==> config.mk <==
export PLATFORM = sky130hd
export DESIGN_NAME = fetch_unit
export DESIGN_NICKNAME = d
export VERILOG_FILES = /design/src/rtl/fetch_unit.sv
export SDC_FILE = /design/constraint.sdc
export NUM_CORES = 1
export LEC_CHECK = 0
export BUFFER_PORTS_ARGS = -buffer_cell sky130_fd_sc_hd__buf_2
export CORE_ASPECT_RATIO = 0.5
export CORE_MARGIN = 4
export CORE_UTILIZATION = 53
export CTS_CLUSTER_DIAMETER = 200
export CTS_CLUSTER_SIZE = 12
export DETAILED_ROUTE_END_ITERATION = 10
export PLACE_DENSITY = 0.85
export SLEW_MARGIN = 20
export SYNTH_ARGS = -nofsm -noshare
export SYNTH_HDL_FRONTEND = slang
export SYNTH_SLANG_ARGS = --single-unit
==> constraint.sdc <==
create_clock -name clk_in -period 7.3 [get_ports clk_in]
set_input_delay 1.095 -clock clk_in [delete_from_list [all_inputs] [get_ports clk_in]]
set_output_delay 1.095 -clock clk_in [all_outputs]
set_load 0.005 [all_outputs]
==> src/rtl/fetch_unit.sv <==
// Instruction fetch: owns the fetch PC, runs a single-outstanding req/gnt/rvalid fetch, buffers {pc,instr} in a 2-entry FIFO.
// Latency: grant->new PC next cycle, response->head valid next cycle; decode backpressure fills the FIFO, then requests stop.
// FETCH_MISALIGN_TRAP_EN: misaligned fetch PC pushes a NOP marker entry instead of requesting memory.
module fetch_unit #(
  parameter logic [31:0] RESET_PC = 32'h0000_0000
) (
  input  logic        clk_in,
  input  logic        rst_in,
  input  logic [31:0] pc_next_in,
  input  logic        flush_in,
  output logic [31:0] fetch_pc_out,
  output logic        imem_req_out,
  output logic [31:0] imem_addr_out,
  input  logic        imem_gnt_in,
  input  logic        imem_rvalid_in,
  input  logic [31:0] imem_rdata_in,
  output logic        instr_valid_out,
  output logic [31:0] instr_out,
  output logic [31:0] instr_pc_out,
  output logic        misalign_out,
  input  logic        id_ready_in
);

`ifdef FETCH_MISALIGN_TRAP_EN
  localparam bit TRAP_EN = 1'b1;
`else
  localparam bit TRAP_EN = 1'b0;
`endif

  localparam logic [31:0] NOP_INSTR = 32'h0000_0013;

  typedef enum logic [1:0] {S_IDLE, S_REQ, S_WAIT, S_DRAIN} state_t;

  typedef struct packed {
    logic [31:0] pc;
    logic [31:0] ins;
    logic        mis;
  } ent_t;

  state_t      state_q, state_d;
  logic [31:0] fetch_pc_q, fetch_pc_d;
  logic [31:0] req_pc_q, req_pc_d;
  logic        req_q, req_d;
  logic        trap_q, trap_d;
  logic [1:0]  cnt_q, cnt_d;
  logic        vld_q, vld_d;
  ent_t        head_q, head_d;
  ent_t        tail_q, tail_d;

  logic        push, pop, room, outstanding;
  ent_t        push_ent;

  function automatic logic pc_mis(input logic [31:0] pc);
    return TRAP_EN && (pc[1:0] != 2'b00);
  endfunction

  always_comb begin
    state_d     = state_q;
    fetch_pc_d  = fetch_pc_q;
    req_pc_d    = req_pc_q;
    trap_d      = trap_q;
    push        = 1'b0;
    push_ent    = '{pc: req_pc_q, ins: imem_rdata_in, mis: 1'b0};
    pop         = vld_q && id_ready_in && !flush_in;
    // Free slot after this cycle's push, given the current pop.
    room        = (cnt_q == 2'd0) || ((cnt_q == 2'd1) && pop);
    outstanding = 1'b0;

    case (state_q)
      S_IDLE: begin
        if (pc_mis(fetch_pc_q)) begin
          if (!trap_q && ((cnt_q != 2'd2) || pop)) begin
            push     = 1'b1;
            push_ent = '{pc: fetch_pc_q, ins: NOP_INSTR, mis: 1'b1};
            trap_d   = 1'b1;
          end
        end else if (cnt_q != 2'd2) begin
          state_d = S_REQ;
        end
      end
      S_REQ: begin
        if (imem_gnt_in) begin
          fetch_pc_d = pc_next_in;
          req_pc_d   = fetch_pc_q;
          state_d    = S_WAIT;
        end
      end
      S_WAIT: begin
        if (imem_rvalid_in) begin
          push    = 1'b1;
          state_d = (room && !pc_mis(fetch_pc_q)) ? S_REQ : S_IDLE;
        end
      end
      S_DRAIN: begin
        if (imem_rvalid_in) begin
          state_d = pc_mis(fetch_pc_q) ? S_IDLE : S_REQ;
        end
      end
      default: state_d = S_IDLE;
    endcase

    // Redirect overrides everything; a response landing this cycle belongs to the old path.
    if (flush_in) begin
      fetch_pc_d  = pc_next_in;
      push        = 1'b0;
      trap_d      = 1'b0;
      outstanding = (((state_q == S_WAIT) || (state_q == S_DRAIN)) && !imem_rvalid_in) ||
                    ((state_q == S_REQ) && imem_gnt_in);
      if (outstanding) begin
        state_d = S_DRAIN;
      end else begin
        state_d = pc_mis(pc_next_in) ? S_IDLE : S_REQ;
      end
    end

    req_d = (state_d == S_REQ);
  end

  always_comb begin
    head_d = head_q;
    tail_d = tail_q;
    cnt_d  = cnt_q;
    if (flush_in) begin
      cnt_d = 2'd0;
    end else if (pop && push) begin
      if (cnt_q == 2'd2) begin
        head_d = tail_q;
        tail_d = push_ent;
      end else begin
        head_d = push_ent;
      end
    end else if (pop) begin
      head_d = tail_q;
      cnt_d  = cnt_q - 2'd1;
    end else if (push) begin
      if (cnt_q == 2'd0) begin
        head_d = push_ent;
      end else begin
        tail_d = push_ent;
      end
      cnt_d = cnt_q + 2'd1;
    end
    vld_d = (cnt_d != 2'd0);
  end

  always_ff @(posedge clk_in or posedge rst_in) begin
    if (rst_in) begin
      state_q    <= S_IDLE;
      fetch_pc_q <= RESET_PC;
      req_pc_q   <= RESET_PC;
      req_q      <= 1'b0;
      trap_q     <= 1'b0;
      cnt_q      <= 2'd0;
      vld_q      <= 1'b0;
      head_q     <= '0;
      tail_q     <= '0;
    end else begin
      state_q    <= state_d;
      fetch_pc_q <= fetch_pc_d;
      req_pc_q   <= req_pc_d;
      req_q      <= req_d;
      trap_q     <= trap_d;
      cnt_q      <= cnt_d;
      vld_q      <= vld_d;
      head_q     <= head_d;
      tail_q     <= tail_d;
    end
  end

  assign fetch_pc_out    = fetch_pc_q;
  assign imem_req_out    = req_q;
  assign instr_valid_out = vld_q;
  assign instr_out       = head_q.ins;
  assign instr_pc_out    = head_q.pc;
  assign misalign_out    = head_q.mis;

`ifdef FETCH_MISALIGN_TRAP_EN
  assign imem_addr_out = fetch_pc_q;
`else
  assign imem_addr_out = {fetch_pc_q[31:2], 2'b00};
`endif

endmodule

==> results of run 1 <==
==> worst paths after layout <==
kind / cells past startpoint / end / from
max: 6 / tail_q[52] / flush_in
min: 1 / tail_q[38] / req_pc_q[5]
max reg2reg: 5 / tail_q[52] / instr_valid_out
min reg2reg: 1 / tail_q[38] / req_pc_q[5]
max in group asynchronous: 3 / req_pc_q[4] / rst_in
min in group asynchronous: 2 / tail_q[14] / rst_in
==> kinds of logic after synthesis <==
family / Yosys count / synth area share
simple gates: 55 / 0.0318
mux: 96 / 0.133
flops: 198 / 0.609
fa+ha+maj: 3 / 0.00461
compound gates: 170 / 0.129
buf+inv: 140 / 0.0910
xor+xnor: 1 / 0.00108
other cells: 1 / 0.000461
==> area by class of cell <==
type / instances / area share
sequential: 198 / 0.518
multi-input combinational: 328 / 0.258
timing repair buffer: 203 / 0.108
clock buffer: 18 / 0.0448
inverter: 69 / 0.0278
tap: 198 / 0.0259
clock inverter: 14 / 0.0171
antenna: 1 / 0.000261
==> state kept, by name, summed over array words and instances, names as in the netlist <==
register and cells:
cnt_q 2, fetch_pc_out 32, imem_req_out 1, instr_out 32, instr_pc_out 32, instr_valid_out 1, req_pc_q 32, state_q 2
tail_q 64
==> critical path, cell delays in order <==
cell,delay [ns]
buf_2,0.16
and3b_1,0.42
nand2_1,0.15
o211ai_4,0.25
buf_4,0.69
mux2_1,0.39
==> cell usage in the layout (no fill, tap or decap), types with 3 or more instances in the layout <==
cell type	instances
inv_6	4
nor2_1	5
buf_4	5
a22oi_1	64
o21ai_0	85
nor3_1	4
mux2_2	36
ha_1	3
inv_1	68
buf_2	197
conb_1	3
clkbuf_16	17
mux2_1	60
o21ai_1	11
clkinv_4	3
dfrtp_1	198
inv_8	3
nand2_1	34
==> metrics by stage <==
step                std cells  worst slack, ns
global route             1028             4.27
detailed placement        996             3.98
finish                   1029             4.39
CTS                      1028             4.40
floorplan                 666            0.808
global placement          996             4.01
==> metal layers <==
layer  wire length (µm)  vias up  GRT usage  part of all wire
met2               9000      146      0.347              0.52
met1               6990     2779      0.244              0.41
met5                  0        -          0                 0
li1                   -     2551          -                 -
met3                890       20     0.0362             0.052
met4                261        0     0.0688             0.015
==> power groups by stage <==
stage	clock (W)	combinational [W]	sequential, W
2_1_floorplan	0	0.000305	0.00148
3_3_place_gp	0	0.000544	0.00148
3_5_place_dp	0	0.000568	0.00149
4_1_cts	0.000961	0.000573	0.00148
5_1_grt	0.00101	0.000636	0.00150
6_report	0.000941	0.000557	0.00147
==> impl_results.md, run 1 <==
* Status: completed
* 1st-pass router iterations at 5
* FF+latch count, synth at approximately 200
* Psw at between 0.0008 and 0.0009 W
* Sequential fraction of design power at 0.496
* Crit path capture type: register
* Layout Nets at 890
* Buffers added on ports at around 200
* Worst vdd ir at 173 µV
* Worst-Skew Late Latency at 0.41 ns
* Initial DRC count at between 300 and 400
* Via count at ~5,500
* Htree depth at 4
* Final clock period utilization by the worst path at 0.399
* Maximum clock frequency at ~340 MHz
* Post-synth top area share at 0.609
* Reg-to-reg setup timing slack at between 4 and 5 ns
* Grt ovf at 0
* Crit Path Category: input port to register
* CTS root buf: clkbuf_16
* Final HPWL DP at 11,100 µm
* Slew @ Worst Pin at ~0.96 ns
* Hold slack final at 0.491 ns
* Final Hold Viols at 0
* Quantity of gates resized following cts at 0
* GPL Wtd Cong at 0.732
* Syn-to-layout area delta at 17.7%
* Crit path required time at roughly 7.6 ns
* Initial antenna violation count at 0
* RSZ-0062 raised after global routing: false
* CTS Hold Bufs at 0
* Clock share of power at 0.316
* EDFF count, synth at 0
* Leading post-synthesis cells by cell area: dfrtp_1 61%, mux2_1 8.3%, a22oi_1 5.9%
* Slew headroom at 0.360
* Fill cells at about 1,100
* Cells after synthesis at 664
* Final Critical Period at 2.91 ns
* Number of library cell types mapped by synthesis at 34
* Worst EP arrival at 3.20 ns
* Pint at 0.00213 W
* Die width at between 150 and 200 µm
* Synth top cells by count: 198 x dfrtp_1, 85 x o21ai_0, 69 x inv_1
* Die ar. at 0.0175 mm²
* Total setup buffers inserted after CTS at 0
* Lkg Pwr at about 5.0 nW
* Routed len/inst at between 15 and 20 µm
* Power, Total at approximately 0.0030 W
* Main synth FF type: dfrtp_1
* Max Cap Viol at 0
* CTS buffer count at 17
* Post-synthesis sequential area ratio at 0.609
* Dpl cell area at 0.00897 mm²
* Gr usage total at 0.195
* CTS sink cnt at ~200
* Critical Path Source Type: input port
* Pin count of the biggest net entering global routing at about 120
* Final Max Tran Viols at 0
* Post-route setup TNS at 0 ns
* ANT nets after route at 0
* Hold crit path type: register to register
* Async SR Flop Fraction at 1.00
* First-pass GRT wire length at 27,400 µm
* Fraction of layout cells with a size suffix above 1 at 0.334
* Footprint of the multi-input gates at 0.00247 mm²
* Yosys warns at 0
* Largest area contributor in the netlist: dfrtp_1
* Routed WL at 17,100 µm
* # setup viols final at 0
* Syn Area/Cell at 12.3 µm²
* Io pins at 201
* Mapped Area at between 0.008 and 0.009 mm²
* Vias per cell at between 5 and 6
* Detailed-route DRC error count at 0
* Initial Utilization at 0.552
* Worst-path maximum fanout at 51
* Final core occ at 0.650
* Reg area at 0.00495 mm²
* Core Area at 0.0147 mm²
* Clock skew at ~0.010 ns
* CTS tree: done
* PwrDens at 310 mW/mm²
* Most common cell in the netlist: dfrtp_1
* Finished Cell Area at around 0.0096 mm²
* Max Root-Sink Buffers at 2
* Chip Height at 95.6 µm
* Vias in the first global route at between 5,000 and 6,000
* Num rows at 31
* Sw Ratio at 0.284
* CTS clk-pin slew, worst paths at 0.07 ns
* Gate power share at 0.187
Power figures use the tool's default switching activity.
==> run 2: changes to the inputs <==
- clock period: 7.3 -> 2.92 ns (I/O delays scaled with it)
==> impl_results.md, run 2 (synthesis results as in run 1) <==
* Slew @ Worst Pin at 0.821 ns
* Maximum clock frequency at 446 MHz
* GPL Wtd Cong at 0.772
* Hold crit path type: input port to asynchronous set/reset pin
* Buffers added on ports at 197
* Worst vdd ir at 417 µV
* Top reg by flops: tail_q
* Fraction of layout cells with a size suffix above 1 at 0.341
* Initial DRC count at 378
* Max Root-Sink Buffers at 2
* Worst EP arrival at 2.58 ns
* Status: completed
* Final HPWL DP at 12,300 µm
* 1st-pass router iterations at 6
* Vias in the first global route at 5,845
* Lkg Pwr at 5.09 nW
* CTS clk-pin slew, worst paths at roughly 0.070 ns
* Final core occ at 0.660
* Gr usage total at 0.212
* Grt ovf at 0
* CTS Hold Bufs at 0
* Crit path required time at 3.26 ns
* First-pass GRT wire length at 29,700 µm
* CTS tree: done
* Final Hold Viols at 0
* Htree depth at 4
* Commonest non-fill, non-tap cell in the layout: dfrtp_1
* RSZ-0062 raised after global routing: false
* Worst-path maximum fanout at 38
* Num rows at 31
* Max Cap Viol at 0
* Pin count of the biggest net entering global routing at 51
* Final Critical Period at 2.24 ns
* Total setup buffers inserted after CTS at 0
* Initial Utilization at 0.552
* Layout Nets at 900
* Initial antenna violation count at 0
* PnR worst setup slack at 0.676 ns
* Crit Path Category: register to register
* CTS root buf: clkbuf_16
* PwrDens at roughly 780 mW/mm²
* Die width at 183 µm
* Hold slack final at ~0.15 ns
* Core Area at 0.0147 mm²
* # setup viols final at 0
* Vias per cell at ~5.4
* Final antenna diode count at 0
* Final clock period utilization by the worst path at 0.769
* Die ar. at 0.0175 mm²
* Crit path capture type: register
* Worst slack, placed at 0.539 ns
* Syn-to-layout area delta at 19.6%
* Detailed-route DRC error count at 0
* Max reg flops at 64
* Routed WL at 18,200 µm
* Quantity of gates resized following cts at 0
* Via count at around 5,600
* Most frequent cells in the layout: 198 x dfrtp_1, 197 x buf_2, 85 x o21ai_0, 68 x inv_1, 64 x a22oi_1
* Worst-Skew Late Latency at 0.42 ns
* CTS buffer count at 17
* Reg-to-reg setup timing slack at slightly below 0.7 ns
* Critical Path Source Type: register
* Routed len/inst at 17.5 µm
* Clock skew at around 0.016 ns
* Io pins at 201
* Final Max Tran Viols at 0
* CTS sink cnt at 198
* Slew headroom at 0.452
* ANT nets after route at 0
* Chip Height at 95.6 µm
-- run 2: area by class of cell --
type | instances | area [µm²]
Tap cell | 198 | 248
Timing Repair Buffer | 213 | 1180
Clock inverter | 12 | 166
Sequential cell | 198 | 4950
Fill cell | 1100 | 5010
Clock buffer | 19 | 443
Multi-Input combinational cell | 328 | 2470
Inverter | 69 | 263
-- run 2: worst paths after layout --
kind,start,to,cells past startpoint
max in group asynchronous,rst_in,instr_pc_out[31],3
worst max register to register,cnt_q[0],instr_pc_out[14],6
worst max-delay path,cnt_q[0],instr_pc_out[14],6
worst min register to register,req_pc_q[22],tail_q[55],1
worst min-delay path,rst_in,fetch_pc_out[28],2
min in group clk_in,imem_rdata_in[25],tail_q[26],2
-- run 2: per-layer routing --
metal  up-vias  GRT usage  routed length, µm
met5         -          0                  0
met1      2864      0.281               7640
met4         0     0.0465                137
met2       144      0.372               9620
li1       2571          -                  -
met3        12     0.0373                799
-- run 2: where the power goes --
group	switching [W]	leakage (nW)	total, W	internal, W
Sequential	0.000358	2.59	0.00369	0.00334
Clock	0.00106	0.297	0.00245	0.00139
Combinational	0.000721	2.21	0.00143	0.000706
-- run 2: worst max-delay path, stage by stage (launching register included) --
cell and delay (ns):
dfrtp_1 0.49, inv_1 0.13, ha_1 0.30, a21oi_4 0.69, buf_12 0.31, a22oi_1 0.10, o21ai_1 0.11
-- run 2: metrics by stage --
stage | area (µm²) | std cells | setup TNS [ns] | power [W]
after floorplan | 8150 | 666 | -15.52 | 0.00448
after global placement | 9120 | 1006 | 0 | 0.00508
after detailed placement | 9120 | 1006 | 0 | 0.00519
after CTS | 9730 | 1037 | 0 | 0.00764
after global routing | 9730 | 1037 | 0 | 0.00801
final | 9730 | 1037 | 0 | 0.00757
==> run 3: changes to the inputs <==
- ABC_AREA: default -> 1
- CORE_UTILIZATION: 53 -> 55
- PLACE_DENSITY: 0.85 -> 0.86
- clock period: 2.92 -> 2.09 ns (I/O delays scaled with it)
==> impl_results.md, run 3 <==
* Crit path required time at 2.45 ns
* Hold crit path type: input port to register
* Worst EP arrival at 2.20 ns
* CP Buf/Inv Count at 2
* Status: completed
* Final clock period utilization by the worst path at 0.880
* Most common cell in the netlist: nand2_1
* Grt ovf at 0
* Crit path capture type: register
* EDFF count, synth at 0
* CTS root buf: clkbuf_16
* Crit. path cell count at 9
* Final HPWL DP at 16,100 µm
* Maximum clock frequency at 544 MHz
* Inst Count DP at 1,639
* Fraction of layout cells with a size suffix above 1 at 0.184
* Dpl cell area at 0.0107 mm²
* CP dominant cell by count: nand2_1
* Max reg flops at 64
* Slew @ Worst Pin at around 0.84 ns
* FF+latch count, synth at ~200
* Leading post-synthesis cells by cell area: dfrtp_1 51%, nand2_1 21%, nand3_1 6.8%
* CP max-delay cell: dfrtp_1
* Commonest non-fill, non-tap cell in the layout: nand2_1
* 1st-pass router iterations at 5
* Crit Path Category: register to register
* Num rows at 34
* Via count at 8,820
* Reg-to-reg setup timing slack at about 0.25 ns
* Main synth FF type: dfrtp_1
* Gr usage total at 0.241
* Final Critical Period at 1.84 ns
* Post-synth top area share at 0.507
* Max Root-Sink Buffers at 2
* Detailed-route DRC error count at 0
* Layout Nets at 1,498
* Slew headroom at 0.438
* Clock skew at 0.0151 ns
* Chip Height at a little over 100 µm
* Die width at 197 µm
* CTS sink cnt at 198
* Most frequent cells in the layout: 535 x nand2_1, 198 x dfrtp_1, 197 x buf_2, 130 x nand3_1, 129 x o21ai_0
* Post-synthesis simple-gate area fraction at 0.281
* Critical Path Source Type: register
* Power, Total at approximately 0.011 W
* Die ar. at 0.0201 mm²
* Fin cells at 1,672
* # setup viols final at 0
* Max Cap Viol at 0
* CTS clk-pin slew, worst paths at 0.09 ns
* Lkg Pwr at 5.97 nW
* Worst-path maximum fanout at a little over 50
* Final Max Tran Viols at 0
* Core Area at 0.0174 mm²
* Final antenna diode count at 0
* Worst vdd ir at 606 µV
* Initial Utilization at 0.562
* Post-synthesis sequential area ratio at 0.507
* Routed len/inst at 14.7 µm
* Async SR Flop Fraction at 1.00
* Top reg by flops: tail_q
* CP Cell Sequence: inv_1 > ha_4 > buf_12 > nand2_1 > o21ai_0 > nand2_1 > nand3_1 > nand2_1 > nand2_1
* GPL Wtd Cong at 0.803
* Largest family of logic cells by synthesized area: simple AND/OR/NAND/NOR gates
* Io pins at 201
* Vias in the first global route at 8,520
* RSZ-0062 raised after global routing: false
* Synth top cells by count: 536 x nand2_1, 198 x dfrtp_1, 132 x nand3_1
* Fill cells at 1,460
* Initial DRC count at 676
* Htree depth at 4
* Mapped Area at 0.00978 mm²
* PwrDens at 998 mW/mm²
* Cell count of the worst reg-to-reg path at 9
* Yosys warns at 0
* Xor and xnor area share after synthesis at 0
* Cells after synthesis at between 1,000 and 1,500
* Slowest stage delay, CP at 0.42 ns
* Footprint of the multi-input gates at approximately 0.0038 mm²
* Finished Cell Area at 0.0113 mm²
* Synth Area in Compound Gates at 0.0988
* Number of library cell types mapped by synthesis at 19
* Reg area at 0.00495 mm²
* Worst-Skew Late Latency at 0.43 ns
* Syn-to-layout area delta at 15.8%
* Mux contribution to synthesized area at 0
* Total setup buffers inserted after CTS at 0
* First-pass GRT wire length at 40,000 µm
* Initial antenna violation count at 0
* Syn Area/Cell at 7.53 µm²
* Post-Synth Adder-Cell Area at 0.00384
* Vias per cell at 5.28
* Largest area contributor in the netlist: dfrtp_1
* Crit-path leading delay family: buffers and inverters
* Final Hold Viols at 0
* ANT nets after route at 0
* Pin count of the biggest net entering global routing at 79
* CTS tree: done
* Buffers added on ports at approximately 200
* Routed WL at 24,500 µm
* CTS buffer count at 17
* Hold path cells at 3
-- run 3: cells by family (layout without fill, tap and decap cells) --
logic type | count (synthesis) | in the layout
adders and majority gates | 3 | 3
AOI/OAI and AO/OA | 193 | 193
and+or+nand+nor | 681 | 681
DFF | 198 | 198
other | 1 | 3
buffers and inverters | 223 | 360
-- run 3: through the flow --
stage	worst slack, ns	hold slack [ns]	setup TNS (ns)	util
floorplan	-0.784	0.434	-155.20	-
global placement	0.164	0.371	0	0.616
detailed placement	0.0354	0.380	0	0.616
CTS	0.00380	0.0654	0	0.650
global route	0.133	0.0661	0	0.651
finish	0.251	0.0793	0	0.651
-- run 3: timing repair --
item	CTS	global route
resized for setup	0	2
endpoints found under the hold margin	18	0
hold buffers	1	0
setup endpoints to repair	0	64
-- run 3: area by class of cell --
cell class | instances | share of cell area
flip-flops and latches | 198 | 0.438
multi-input cells | 880 | 0.337
repair buffers | 220 | 0.112
clock buffers | 18 | 0.0379
inverters | 108 | 0.0364
well taps | 234 | 0.0259
clock inverters | 14 | 0.0138
-- run 3: per-layer routing --
layer,part of all wire,track usage,routed length (µm),up-vias
met5,0,0,0,-
met4,0.015,0.0761,367,0
met3,0.064,0.0418,1560,40
met2,0.49,0.413,12100,319
met1,0.43,0.319,10500,4152
li1,-,-,-,4309
-- run 3: path summary, 6_finish.rpt --
path / from / to
setup / recovery: cnt_q[0] / instr_pc_out[29]
hold / removal: pc_next_in[4] / fetch_pc_out[4]
setup reg to reg: cnt_q[0] / instr_pc_out[29]
hold reg to reg: instr_out[18] / instr_out[18]
max in group asynchronous: rst_in / instr_out[31]
min in group asynchronous: rst_in / instr_pc_out[24]
-- run 3: worst reg2reg max path, cell delays in order (launching register included) --
cell and delay [ns]:
dfrtp_1 0.42, inv_1 0.17, ha_4 0.42, buf_12 0.28
nand2_1 0.10, o21ai_0 0.11, nand2_1 0.08, nand3_1 0.07
nand2_1 0.05, nand2_1 0.07
-- run 3: where the power goes --
group	internal (W)	switching, W	leakage, nW
clock network	0.00161	0.00165	0.282
registers	0.00475	0.000639	2.57
logic	0.00117	0.00148	3.12
total	0.00753	0.00376	5.97
